**config.mk**
```make
export PLATFORM = sky130hd
export DESIGN_NAME = fft_layer_ctrl
export DESIGN_NICKNAME = d
export VERILOG_FILES = /design/src/rtl/fft_pkg.sv /design/src/rtl/fft_addr_gen.sv /design/src/rtl/fft_layer_ctrl.sv
export SDC_FILE = /design/constraint.sdc
export NUM_CORES = 1
export LEC_CHECK = 0
export BUFFER_PORTS_ARGS = -buffer_cell sky130_fd_sc_hd__buf_2
export CORE_AREA = 2 2 39 41
export DETAILED_ROUTE_END_ITERATION = 16
export DIE_AREA = 0 0 41 43
export PLACE_DENSITY_LB_ADDON = 0.12
export SLEW_MARGIN = 30
export SYNTH_ARGS = -nofsm -noshare
export SYNTH_HDL_FRONTEND = slang
export SYNTH_SLANG_ARGS = --single-unit
```
**constraint.sdc**
```tcl
create_clock -name i_CLK -period 4.31 [get_ports i_CLK]
set_input_delay 0.2155 -clock i_CLK [delete_from_list [all_inputs] [get_ports i_CLK]]
set_output_delay 0.2155 -clock i_CLK [all_outputs]
set_load 0.02 [all_outputs]
```
**src/rtl/fft_pkg.sv**
```systemverilog
// Shared types and helpers for the radix-2 FFT layer sequencers.
package fft_pkg;

  typedef enum logic [1:0] {
    ST_IDLE = 2'd0,
    ST_RUN  = 2'd1,
    ST_DONE = 2'd2
  } state_t;

  localparam int TWID_ROM_DEPTH = 127;
  localparam int TWID_AW_MIN    = $clog2(TWID_ROM_DEPTH + 1);

  // Index width for a range 0..n-1, never narrower than one bit.
  function automatic int idx_width(input int n);
    return (n > 1) ? $clog2(n) : 1;
  endfunction

  // First twiddle ROM entry of stage l in the stage-packed layout.
  function automatic int twid_base(input int l);
    return (1 << l) - 1;
  endfunction

endpackage

```
**src/rtl/fft_addr_gen.sv**
```systemverilog
// Combinational butterfly index k -> RAM pair addresses and twiddle ROM address.
module fft_addr_gen
  import fft_pkg::*;
#(
  parameter int FFT_SIZE       = 8,
  parameter int MEM_OFFSET     = 8,
  parameter int LAYER_NUM      = 0,
  parameter int ADDR_SIZE      = 4,
  parameter int TWID_ADDR_SIZE = 7,
  parameter int K_W            = idx_width(FFT_SIZE / 2)
) (
  input  logic [K_W-1:0]            i_k,
  output logic [ADDR_SIZE-1:0]      o_addr_a,
  output logic [ADDR_SIZE-1:0]      o_addr_b,
  output logic [TWID_ADDR_SIZE-1:0] o_addr_tw
);

  localparam int SPAN = 1 << LAYER_NUM;

  logic [K_W-1:0] w_pos;
  logic [K_W-1:0] w_grp;

  always_comb begin
    w_pos     = i_k & K_W'(SPAN - 1);
    w_grp     = i_k >> LAYER_NUM;
    // Results wrap to the port widths by design.
    o_addr_a  = ADDR_SIZE'(MEM_OFFSET + int'(w_grp) * (2 * SPAN) + int'(w_pos));
    o_addr_b  = ADDR_SIZE'(MEM_OFFSET + int'(w_grp) * (2 * SPAN) + int'(w_pos) + SPAN);
    o_addr_tw = TWID_ADDR_SIZE'(twid_base(LAYER_NUM) + int'(w_pos));
  end

endmodule

```
**src/rtl/fft_layer_ctrl.sv**
```systemverilog
// Per-stage FFT address/enable sequencer: IDLE -> RUN -> DONE.
// Optional rerun after completion when FFT_LAYER_RESTART_EN is defined.
module fft_layer_ctrl
  import fft_pkg::*;
#(
  parameter int FFT_SIZE       = 8,
  parameter int MEM_OFFSET     = 8,
  parameter int LAYER_NUM      = 0,
  parameter int ADDR_SIZE      = 4,
  parameter int TWID_ADDR_SIZE = 7,
  parameter int PIPE_LATENCY   = 3
) (
  input  logic                      i_CLK,
  input  logic                      i_RST,
  input  logic                      i_CS,
  output logic                      o_done,
  output logic                      o_rden,
  output logic                      o_wren,
  output logic [ADDR_SIZE-1:0]      o_rdaddr_A,
  output logic [ADDR_SIZE-1:0]      o_rdaddr_B,
  output logic [TWID_ADDR_SIZE-1:0] o_rdaddr_tw
);

  localparam int HALF  = FFT_SIZE / 2;
  localparam int K_W   = idx_width(HALF);
  localparam int LAST  = HALF + PIPE_LATENCY;
  localparam int CNT_W = idx_width(LAST + 1);

  state_t                    r_state, w_state_nxt;
  logic [CNT_W-1:0]          r_cnt, w_cnt_nxt;
  logic                      r_done, w_done_nxt;
  logic                      r_rden, w_rden_nxt;
  logic                      r_wren, w_wren_nxt;
  logic [ADDR_SIZE-1:0]      r_addr_a, r_addr_b;
  logic [TWID_ADDR_SIZE-1:0] r_addr_tw;
  logic [K_W-1:0]            w_k;
  logic [ADDR_SIZE-1:0]      w_addr_a, w_addr_b;
  logic [TWID_ADDR_SIZE-1:0] w_addr_tw;

  always_ff @(posedge i_CLK or negedge i_RST) begin
    if (!i_RST) r_state <= ST_IDLE;
    else        r_state <= w_state_nxt;
  end

  // r_cnt holds the cycle number within the run; outputs are computed from the next one.
  always_comb begin
    w_state_nxt = r_state;
    w_cnt_nxt   = r_cnt;
    w_done_nxt  = r_done;
    case (r_state)
      ST_IDLE: begin
        if (i_CS) begin
          w_state_nxt = ST_RUN;
          w_cnt_nxt   = CNT_W'(1);
        end
      end
      ST_RUN: begin
        if (r_cnt == CNT_W'(LAST)) begin
          w_state_nxt = ST_DONE;
          w_cnt_nxt   = '0;
          w_done_nxt  = 1'b1;
        end else begin
          w_cnt_nxt = r_cnt + CNT_W'(1);
        end
      end
      ST_DONE: begin
`ifdef FFT_LAYER_RESTART_EN
        if (!i_CS) begin
          w_state_nxt = ST_IDLE;
          w_done_nxt  = 1'b0;
        end
`endif
      end
      default: w_state_nxt = ST_IDLE;
    endcase
    w_rden_nxt = (w_state_nxt == ST_RUN) && (w_cnt_nxt <= CNT_W'(HALF));
    w_wren_nxt = (w_state_nxt == ST_RUN) && (w_cnt_nxt > CNT_W'(PIPE_LATENCY));
    w_k        = K_W'(w_cnt_nxt - CNT_W'(1));
  end

  fft_addr_gen #(
    .FFT_SIZE      (FFT_SIZE),
    .MEM_OFFSET    (MEM_OFFSET),
    .LAYER_NUM     (LAYER_NUM),
    .ADDR_SIZE     (ADDR_SIZE),
    .TWID_ADDR_SIZE(TWID_ADDR_SIZE),
    .K_W           (K_W)
  ) u_addr_gen (
    .i_k      (w_k),
    .o_addr_a (w_addr_a),
    .o_addr_b (w_addr_b),
    .o_addr_tw(w_addr_tw)
  );

  always_ff @(posedge i_CLK or negedge i_RST) begin
    if (!i_RST) begin
      r_cnt     <= '0;
      r_done    <= 1'b0;
      r_rden    <= 1'b0;
      r_wren    <= 1'b0;
      r_addr_a  <= '0;
      r_addr_b  <= '0;
      r_addr_tw <= '0;
    end else begin
      r_cnt     <= w_cnt_nxt;
      r_done    <= w_done_nxt;
      r_rden    <= w_rden_nxt;
      r_wren    <= w_wren_nxt;
      r_addr_a  <= w_rden_nxt ? w_addr_a  : '0;
      r_addr_b  <= w_rden_nxt ? w_addr_b  : '0;
      r_addr_tw <= w_rden_nxt ? w_addr_tw : '0;
    end
  end

  assign o_done      = r_done;
  assign o_rden      = r_rden;
  assign o_wren      = r_wren;
  assign o_rdaddr_A  = r_addr_a;
  assign o_rdaddr_B  = r_addr_b;
  assign o_rdaddr_tw = r_addr_tw;

endmodule

```
Yosys cells after proc, flatten, opt, wreduce, memory -nomap -nowiden
Cells that the tools add are included.
{ "classes": {"n_mux": 8, "order_cmp": 2, "reduce_logical": 4, "addsub": 4, "n_eq_ne": 4} }
{ "ops": {"columns": ["cell", "count"], "rows": [
  ["4-bit 2-to-1 mux", 2],
  ["3-bit 2-to-1 mux", 2],
  ["2-bit one-hot mux with 3 select lines", 1],
  ["3-bit one-hot mux with 2 select lines", 1],
  ["4-bit by 1-bit adder with 4-bit output, second input constant", 1],
  ["4-bit by 3-bit adder with 4-bit output, first input constant", 1],
  ["2-bit by 1-bit == test with 1-bit output, second input constant", 2],
  ["2-bit 2-to-1 mux", 2],
  ["3-bit by 1-bit adder with 3-bit output, second input constant", 1],
  ["3-bit == test, second input constant", 1],
  ["3-bit by 2-bit > comparator with 1-bit output, second input constant", 1],
  ["3-bit less-or-equal comparator, second input constant", 1],
  ["2-bit == test, second input constant", 1],
  ["1-bit logical AND", 2],
  ["2-bit zero test", 1],
  ["2-bit AND reduction", 1],
  ["2-bit by 1-bit subtractor with 2-bit output, second input constant", 1]
]} }
{ "totals": {"input_bits": 3, "output_inout_bits": 18, "ff_bits": 16, "elab_cells": 29} }

Depth between registers and ports, before layout
Gate-level depths: netlist (run 1).
{ "logic_depth": {"word_depth": 7, "mapped_depth": 8, "ltp_nobuf": 8} }

Hierarchy
A second synthesis (run 1) with hierarchy kept.
{ "unflattened": {"cells_unflattened": 86, "hier_area_um2": 1059.8} }
{ "by_module_without_submodules": {"columns": ["mod", "area_per_inst_um2", "seq_area_each_um2", "cells_each", "instances"], "rows": [
  ["fft_layer_ctrl", 939.7, 575.6, 69, 1],
  ["fft_addr_gen", 120.1, 0.0, 17, 1]
]} }

Least setup slack after synthesis (run 1)
Ideal clock, no wire load.
{ "synth_path": {"path_kind": "reg-to-reg", "from": "register r_cnt[0]", "to": "register r_addr_a[2], in the netlist o_rdaddr_A[2]", "stages_incl_launch_ff": 9, "required_ns": 4.181, "slack_ns": 2.573, "n_path_buf": 0, "period_less_slack_ns": 1.737, "arrival_time_ns": 1.608, "setup_time_ns": 0.129, "path_cell_list": "dfrtp_1 -> ha_1 -> ha_1 -> nor2_1 -> o22ai_1 -> ha_1 -> nand2b_1 -> a31oi_1 -> nor3_1"} }
{ "synth_between": {"elab_chain_cells": 6, "word_cells_on_any_way": 13, "classes_between": "add/sub: 3; order compare: 1; eq/ne: 2; mux: 6; reduce/logical: 1"} }
{ "synth_lines": {"columns": ["item", "line", "text"], "rows": [
  ["start, declared", "fft_layer_ctrl.sv:30", "logic [CNT_W-1:0] r_cnt, w_cnt_nxt;"],
  ["start signal, assigned", "fft_layer_ctrl.sv:105", "r_cnt <= w_cnt_nxt;"],
  ["3-bit by 1-bit adder with 3-bit output or 3-bit == test (tied branches)", "fft_layer_ctrl.sv:63, fft_layer_ctrl.sv:58", null],
  ["3-bit 2-to-1 mux or 2-bit 2-to-1 mux (tied branches)", "fft_layer_ctrl.sv:58", "if (r_cnt == CNT_W'(LAST)) begin"],
  ["3-bit one-hot mux with 2 select lines or 2-bit one-hot mux with 3 select lines (tied branches)", "fft_layer_ctrl.sv:50", "case (r_state)"],
  ["2-bit by 1-bit subtractor with 2-bit output, or another cell as far along", "fft_layer_ctrl.sv:78", "w_k = K_W'(w_cnt_nxt - CNT_W'(1));"],
  ["4-bit by 3-bit adder with 4-bit output or 1-bit logical AND (tied branches)", "fft_addr_gen.sv:27, fft_layer_ctrl.sv:76", null],
  ["4-bit 2-to-1 mux (*)", "fft_layer_ctrl.sv:109", "r_addr_a <= w_rden_nxt ? w_addr_a : '0;"],
  ["end signal, assigned", "fft_layer_ctrl.sv:109", null],
  ["end, declared", "fft_layer_ctrl.sv:34", "logic [ADDR_SIZE-1:0] r_addr_a, r_addr_b;"]
]} }
Every way passes the cells marked *; elsewhere a longest branch is shown, timed or not.
A chain may end at the register's enable or synchronous reset.

Worst setup path in the final report (run 1)
Ends and elaborated chain as after synthesis.

==> results of run 1 <==
## registers in the layout, indices dropped and copies added (netlist names)
name and flops:
o_done 1, o_rdaddr_A 2, o_rdaddr_B 1, o_wren 1, r_cnt 3, r_state 2
## how the worst max path moves through the flow
stage / from / to / cells past startpoint
5_1_grt: r_cnt[0] / o_rdaddr_A[2] / 8
4_1_cts: r_cnt[0] / o_rdaddr_A[2] / 8
3_3_place_gp: r_cnt[0] / o_rdaddr_A[2] / 8
6_report: r_cnt[0] / o_rdaddr_A[2] / 8
2_1_floorplan: r_cnt[0] / o_rdaddr_A[2] / 8
3_5_place_dp: r_cnt[0] / o_rdaddr_A[2] / 8
## layout make-up
| class | instances | area, sq um | area share, % |
|---|---|---|---|
| Tap cell | 16 | 20.02 | 3.486 |
| Inverter | 2 | 7.507 | 1.307 |
| Multi-Input combinational cell | 34 | 203.9 | 35.51 |
| Clock buffer | 3 | 22.52 | 3.922 |
| Timing Repair Buffer | 13 | 70.07 | 12.20 |
| Sequential cell | 10 | 250.2 | 43.57 |
## metrics by stage
step	setup slack (ns)	total power [mW]
4_1_cts	2.444	0.5261
3_3_place_gp	2.462	0.4578
6_report	2.451	0.5191
3_5_place_dp	2.456	0.4600
2_1_floorplan	2.573	0.4170
5_1_grt	2.267	0.5746
## worst max-delay path, cell delays in order, from the launching register on
cell,delay [ns]
dfrtp_1,0.42
ha_1,0.22
ha_1,0.24
nor2_1,0.16
o22ai_1,0.10
ha_1,0.19
nand2b_1,0.15
a31oi_1,0.20
nor3_1,0.06
## cells in the final DEF, fill, tap and decap left out, types with 2 or more instances in the layout
cell / count
buf_2: 12
dfrtp_1: 10
conb_1: 8
nor2_1: 4
nand2_1: 3
ha_1: 3
clkbuf_4: 3
a22o_1: 2
nand2b_1: 2
nor3_1: 2
## cell families (layout without fill, tap and decap cells)
logic type | Yosys count | after routing | synth area share, %
buffers and inverters | 15 | 18 | 19.72
adder cells (fa/ha/maj) | 3 | 3 | 7.043
AO/OA/AOI/OAI | 9 | 9 | 11.50
flip-flops | 10 | 10 | 46.95
AND/OR/NAND/NOR | 14 | 14 | 14.08
other | 1 | 8 | 0.7035
## cell usage after synthesis
library cell and number:
inv_1 1, a21oi_1 1, and3_1 1, nor2b_4 1
conb_1 1, nand2b_1 2, a22o_1 2, nor2_1 4
nor2b_1 1, o21ai_0 1, inv_2 1, o22a_1 1
nand2_1 3, ha_1 3, o22ai_1 1, o21ai_1 1
a31oi_1 1, dfrtp_1 10, nor3_1 2, buf_4 13
a22oi_1 1
## power groups by stage
stage	sequential (mW)	clock, mW	combinational (mW)
after floorplan	0.197	0	0.220
after detailed placement	0.174	0	0.286
after global routing	0.180	0.0701	0.324
after global placement	0.173	0	0.284
final	0.171	0.0618	0.286
after CTS	0.172	0.0655	0.288
## routing by layer
metal  vias to the layer above  track usage, %  wire length, um
met3                         3           6.283               52
met2                        15           15.00              362
met5                         -               0                0
met1                       167           17.06              353
met4                         0           10.00               20
li1                        178               -                -
==> flow_summary.json, run 1 <==
{
  "cts_inserted_buffers": 3,
  "grt_pass1_wl_um": 1393,
  "clockPowerShare_pct": 11.9,
  "dieArea_sq_um": 1763,
  "gp_congestion": 0.8469,
  "yosysWarnings": 0,
  "hp-class": "input pin to async pin",
  "crit_type": "flop to flop",
  "avgSynthCellArea_sq_um": 10.25,
  "cts-root-buf": "clkbuf_4",
  "cts_tree": "done",
  "netlist_instances": 52,
  "via_count": 363,
  "holdWs_ns": 0.3471,
  "p_int_mw": 0.2923,
  "rsz0062_at_grt": "no",
  "hpwl_um": 612.5,
  "reg2reg_from": "r_cnt[0]",
  "max-cap-violations": 0,
  "cts.clk_slew.worst_paths_ns": 0.06,
  "setup_viol": 0,
  "swShare_pct": 43.69,
  "grt_max_degree": 11,
  "io_buffers": 12,
  "post_cts_buffers": 0,
  "pwr-share-seq_pct": 33.0,
  "fin_crit_sh_pct": 43.14,
  "crit_path_max_fanout": 5,
  "clock_latency_ns": 0.26,
  "synth_top_area_share_pct": 46.95,
  "synth.cell_area_sq_um": 533.0,
  "postCtsHoldBufs": 1,
  "regToRegEndpoint": "o_rdaddr_A[2]",
  "track_usage_pct": 12.80,
  "num_rows": 14,
  "place_area_sq_um": 541.8,
  "core-area_sq_um": 1384,
  "grt-ovfl-total": 0,
  "drc": 0,
  "first_iter_violations": 6,
  "die-width_um": 41,
  "fmax_ghz": 0.5379,
  "cts.sinks": 10,
  "synth_top_area_cell": "dfrtp_1",
  "wirelength_um": 789,
  "tns_ns": 0,
  "hold_viol": 0,
  "reg2reg_slack_ns": 2.45,
  "crit_required_ns": 4.45,
  "avgViaCountPerCell": 4.654,
  "synth_cell_type_count": 21,
  "cp.arrival_ns": 2.00,
  "antenna_found_initial": 0,
  "finClkSkew_ns": 0.001792,
  "run_status": "completed",
  "start_kind": "flop",
  "cts_max_level": 1,
  "leakagePower_nw": 0.3007,
  "finish.utilization_pct": 41.50,
  "initial_core_util_pct": 38.52,
  "power_frac_comb_pct": 55.1,
  "finalNonFillerCells": 78,
  "maxSlewViolCount": 0,
  "area_growth_pct": 7.747,
  "power_density_nw_per_um2": 903.9,
  "cts_resized": 0,
  "fillCellCount": 151,
  "fin_nets": 70,
  "switchingPower_mw": 0.2268,
  "grt_pass1_vias": 323,
  "ios": 21,
  "peakVddDrop_mv": 0.3018,
  "synth-seq-cells": 10,
  "rr_worst_depth": 8,
  "clockBufferDepth": 2,
  "dp.cells": 74,
  "end_kind": "flop",
  "min_period_ns": 1.859,
  "fin_area_sq_um": 574.3,
  "ant_nets": 0,
  "yosys-top-cells-area": "dfrtp_1 47%, buf_4 18%, ha_1 7.0%",
  "routedWlPerCell_um": 10.12,
  "die_h_um": 43,
  "layout-drive-gt1-share_pct": 27.42,
  "diodes": 0,
  "firstDrtPassIters": 4,
  "ys_seq_area_share_pct": 46.95
}
Note: power is estimated with default switching activity, not from simulation.
==> run 2, diff against run 1 <==
==> constraint.sdc (replaced) <==
create_clock -name i_CLK -period 1.75 [get_ports i_CLK]
set_input_delay 0.0875 -clock i_CLK [delete_from_list [all_inputs] [get_ports i_CLK]]
set_output_delay 0.0875 -clock i_CLK [all_outputs]
set_load 0.02 [all_outputs]
==> flow_summary.json, run 2 (same netlist as run 1, synthesis figures left out) <==
{
  "run_status": "completed",
  "min_period_ns": 1.621,
  "grt_pass1_vias": 350,
  "end_kind": "flop",
  "fillCellCount": 146,
  "layout_commonest_cell": "buf_2",
  "rsz0062_at_grt": "no",
  "slowest_delay_ns": 0.38,
  "top_register": "r_cnt",
  "peakVddDrop_mv": 0.8424,
  "crit_type": "flop to flop",
  "max-cap-violations": 0,
  "crit_required_ns": 1.89,
  "clock_latency_ns": 0.26,
  "maxSlewViolCount": 0,
  "clockBufferDepth": 2,
  "cts_max_level": 1,
  "finalNonFillerCells": 82,
  "routedWlPerCell_um": 11.06,
  "cts-root-buf": "clkbuf_4",
  "core-area_sq_um": 1384,
  "p_int_mw": 0.8332,
  "fin_nets": 74,
  "firstDrtPassIters": 3,
  "power_frac_comb_pct": 60.4,
  "io_buffers": 12,
  "swShare_pct": 42.74,
  "die-width_um": 41,
  "grt_max_degree": 11,
  "largest_register_ff_count": 3,
  "fmax_ghz": 0.6168,
  "initial_core_util_pct": 38.52,
  "clockPowerShare_pct": 10.7,
  "power_density_nw_per_um2": 2303,
  "finClkSkew_ns": 0.004211,
  "hp-class": "input pin to async pin",
  "final_cell_mix": "12 x buf_2, 10 x dfrtp_1, 8 x conb_1",
  "switchingPower_mw": 0.6219,
  "first_iter_violations": 3,
  "cp.arrival_ns": 1.77,
  "gp_congestion": 0.7978,
  "num_rows": 14,
  "area_growth_pct": 18.54,
  "track_usage_pct": 13.25,
  "wirelength_um": 907,
  "setup_viol": 0,
  "grt_pass1_wl_um": 1483,
  "cts_tree": "done",
  "cp_common_cell": "ha_1",
  "antenna_found_initial": 0,
  "cts_inserted_buffers": 3,
  "cts.clk_slew.worst_paths_ns": 0.06,
  "start_kind": "flop",
  "grt-ovfl-total": 0,
  "leakagePower_nw": 0.3237,
  "avgViaCountPerCell": 4.720,
  "cp_cell_sequence": "ha_1 > ha_2 > nor2_2 > o22ai_1 > ha_1 > nand2b_4 > a31oi_4 > nor3_1",
  "cts.sinks": 10,
  "ant_nets": 0,
  "fin_crit_sh_pct": 92.64,
  "layout.area.seq_sq_um": 250.2,
  "via_count": 387,
  "hold_viol": 0,
  "ios": 21,
  "die_h_um": 43,
  "layout-drive-gt1-share_pct": 37.88,
  "dp.cells": 78,
  "tns_ns": 0,
  "diodes": 0,
  "crit_path_max_fanout": 2,
  "dieArea_sq_um": 1763,
  "hpwl_um": 645.2,
  "pwr-share-seq_pct": 28.8,
  "drc": 0,
  "multi_input_area_sq_um": 231.5,
  "post_cts_buffers": 0,
  "timing.critical_path.slowest_stage_cell": "dfrtp_1"
}
## run 2: stage by stage
| step | instance area [sq um] | power, mW | util [%] | setup slack, ns | hold WS, ns |
|---|---|---|---|---|---|
| 4_1_cts | 604.3 | 1.361 | 43.67 | 0.006279 | 0.2065 |
| 3_5_place_dp | 571.8 | 1.191 | 41.32 | 0.006611 | -0.03596 |
| 3_3_place_gp | 571.8 | 1.195 | 41.32 | 0.01944 | -0.03810 |
| 5_1_grt | 631.9 | 1.592 | 45.66 | 0.01339 | 0.2336 |
| 2_1_floorplan | 559.3 | 1.027 | - | 0.01256 | -0.2081 |
| 6_report | 631.9 | 1.455 | 45.66 | 0.1288 | 0.2082 |
## run 2: worst max-delay path: cells and delay by family, from the launching register on
kind	cells	cell delay (ns)
adder cells (fa/ha/maj)	3	0.57
flip-flops	1	0.38
AND/OR/NAND/NOR	3	0.30
AO/OA/AOI/OAI	2	0.25
## run 2: area by class of cell
cell class	instances	area share, %
Inverter	2	1.188
Clock buffer	3	3.564
Sequential cell	10	39.60
Multi-Input combinational cell	34	36.63
Tap cell	16	3.168
Timing Repair Buffer	17	15.84
## run 2: power groups by stage
stage	clock network [mW]	logic, mW	registers [mW]
5_1_grt	0.175	0.974	0.442
3_5_place_dp	0	0.771	0.421
3_3_place_gp	0	0.777	0.418
6_report	0.156	0.879	0.420
2_1_floorplan	0	0.542	0.485
4_1_cts	0.166	0.779	0.416
## run 2: what timing repair did
action	4_1_cts	5_1_grt
hold buffers	1	0
endpoints found under the hold margin	10	0
endpoints found under the setup margin	0	2
resized for setup	0	5
## run 2: metal layers
metal / vias to the layer above / global-route usage [%] / part of all wire [%]
met4: 0 / 12.00 / 4.6
met1: 182 / 14.80 / 39
met5: - / 0 / 0
li1: 185 / - / -
met3: 5 / 4.188 / 7.4
met2: 15 / 18.75 / 49
## run 2: worst paths after layout
| check | from | to | slack (ns) | cells past startpoint |
|---|---|---|---|---|
| setup / recovery | r_cnt[0] | o_rdaddr_A[2] | 0.13 | 8 |
| hold / removal | i_RST | o_rdaddr_B[0] | 0.21 | 2 |
| setup reg to reg | r_cnt[0] | o_rdaddr_A[2] | 0.13 | 8 |
| hold reg to reg | o_done | o_done | 0.46 | 1 |
| max in group asynchronous | i_RST | r_state[0] | 1.35 | 2 |
| min in group i_CLK | i_CS | r_cnt[0] | 0.27 | 4 |
==> run 3, diff against run 2 <==
--- a/config.mk
+++ b/config.mk
@@ -6,9 +6,12 @@
 export NUM_CORES = 1
 export LEC_CHECK = 0
 export BUFFER_PORTS_ARGS = -buffer_cell sky130_fd_sc_hd__buf_2
-export CORE_AREA = 2 2 39 41
+export CELL_PAD_IN_SITES_DETAIL_PLACEMENT = 1
+export CELL_PAD_IN_SITES_GLOBAL_PLACEMENT = 2
+export CORE_ASPECT_RATIO = 1.4
+export CORE_MARGIN = 2
+export CORE_UTILIZATION = 26
 export DETAILED_ROUTE_END_ITERATION = 16
-export DIE_AREA = 0 0 41 43
 export PLACE_DENSITY_LB_ADDON = 0.12
 export SLEW_MARGIN = 30
 export SYNTH_ARGS = -nofsm -noshare
==> flow_summary.json, run 3 (same netlist as run 1, synthesis figures left out) <==
{
  "run_status": "completed",
  "maxSlewViolCount": 0,
  "first_iter_violations": 4,
  "cp.arrival_ns": 1.82,
  "fin_nets": 79,
  "grt-ovfl-total": 0,
  "power.total_mw": 1.576,
  "pwr-share-seq_pct": 26.6,
  "gp_congestion": 0.7971,
  "diodes": 0,
  "grt_pass1_wl_um": 1773,
  "cts-root-buf": "clkbuf_4",
  "power_frac_comb_pct": 63.5,
  "die-width_um": 42.27,
  "io_buffers": 12,
  "slowest_delay_ns": 0.39,
  "cts_inserted_buffers": 3,
  "cp_common_cell": "ha_1",
  "switchingPower_mw": 0.6573,
  "ant_nets": 0,
  "start_kind": "flop",
  "end_kind": "flop",
  "finClkSkew_ns": 0.004482,
  "timing.critical_path.slowest_stage_cell": "dfrtp_1",
  "area_growth_pct": 26.06,
  "fin_crit_sh_pct": 95.60,
  "core-area_sq_um": 1949,
  "path_buf_inv": 0,
  "grt_max_degree": 11,
  "final_cell_mix": "12 x buf_2, 10 x dfrtp_1, 9 x buf_4",
  "crit_type": "flop to flop",
  "grt_pass1_vias": 384,
  "min_period_ns": 1.673,
  "firstDrtPassIters": 4,
  "wirelength_um": 1149,
  "hpwl_um": 872.5,
  "clock_latency_ns": 0.27,
  "cts_tree": "done",
  "tns_ns": 0,
  "via_count": 408,
  "largest_register_ff_count": 3,
  "drc": 0,
  "num_rows": 19,
  "crit_path_max_fanout": 2,
  "cp_top_family": "adder cells",
  "ios": 21,
  "clockPowerShare_pct": 10.0,
  "layout_commonest_cell": "buf_2",
  "cp_cell_sequence": "ha_1 > ha_2 > nor2_4 > o22ai_1 > ha_1 > nand2b_4 > a31oi_2 > nor3_1",
  "initial_core_util_pct": 27.34,
  "cts.sinks": 10,
  "avgViaCountPerCell": 4.435,
  "dieArea_sq_um": 2433,
  "track_usage_pct": 10.63,
  "hold_viol": 0,
  "crit_required_ns": 1.90,
  "p_int_mw": 0.9191,
  "antenna_found_initial": 0,
  "peakVddDrop_mv": 0.8151,
  "leakagePower_nw": 0.3470,
  "clockBufferDepth": 2,
  "cts.clk_slew.worst_paths_ns": 0.06,
  "power_density_nw_per_um2": 2346,
  "swShare_pct": 41.69,
  "routedWlPerCell_um": 12.49,
  "max-cap-violations": 0,
  "hp-class": "input pin to async pin",
  "die_h_um": 57.57,
  "top_register": "r_cnt",
  "holdWs_ns": 0.2124,
  "cts_max_level": 1,
  "layout-drive-gt1-share_pct": 42.25,
  "setup_viol": 0,
  "fillCellCount": 262,
  "fmax_ghz": 0.5977,
  "rsz0062_at_grt": "no"
}
## run 3: cell types whose count changed in the layout (fill, tap and decap cells not counted), sizes merged
cell  delta
buf      +5
## run 3: worst paths after layout
kind | endpoint | slack, ns | cells past startpoint | from
setup / recovery | o_rdaddr_A[2] | 0.08 | 8 | r_cnt[0]
hold / removal | r_cnt[0] | 0.21 | 2 | i_RST
setup reg to reg | o_rdaddr_A[2] | 0.08 | 8 | r_cnt[0]
hold reg to reg | o_done | 0.46 | 1 | o_done
max in group asynchronous | o_wren | 1.33 | 2 | i_RST
min in group i_CLK | o_rdaddr_B[0] | 0.27 | 4 | i_CS
## run 3: repair_timing
action                                  4_1_cts  5_1_grt
endpoints found under the setup margin        2        3
hold buffers                                  1        0
setup buffers                                 2        0
gates resized for setup                       2        3
pin swaps                                     2        1
endpoints found under the hold margin        10        0
## run 3: cell type report
class | instances | area, sq um | area share [%]
clock buffer | 3 | 22.52 | 3.352
inverter | 2 | 7.507 | 1.117
multi-input combinational | 34 | 227.7 | 33.89
sequential | 10 | 250.2 | 37.24
tap | 21 | 26.28 | 3.911
timing repair buffer | 22 | 137.6 | 20.48
## run 3: per-stage QoR
step / util (%) / setup slack [ns] / area [sq um] / cells
2_1_floorplan: - / 0.01256 / 559.3 / 59
3_3_place_gp: 30.81 / -0.006760 / 600.6 / 86
3_5_place_dp: 30.81 / -0.03246 / 600.6 / 86
4_1_cts: 33.50 / 0.01867 / 653.1 / 92
5_1_grt: 34.47 / 0.005177 / 671.9 / 92
6_report: 34.47 / 0.07699 / 671.9 / 92
## run 3: power groups by stage
stage	Combinational [mW]	Clock (mW)	Sequential, mW
6_report	1.00	0.157	0.419
5_1_grt	1.10	0.184	0.436
4_1_cts	0.938	0.169	0.420
3_5_place_dp	0.876	0	0.424
3_3_place_gp	0.864	0	0.422
2_1_floorplan	0.542	0	0.485
## run 3: per-layer routing
layer | global-route usage (%) | part of all wire, % | vias up
li1 | - | - | 193
met5 | 0 | 0 | -
met4 | 10.71 | 4.2 | 0
met1 | 10.54 | 35 | 197
met3 | 1.899 | 4.2 | 5
met2 | 17.80 | 57 | 13
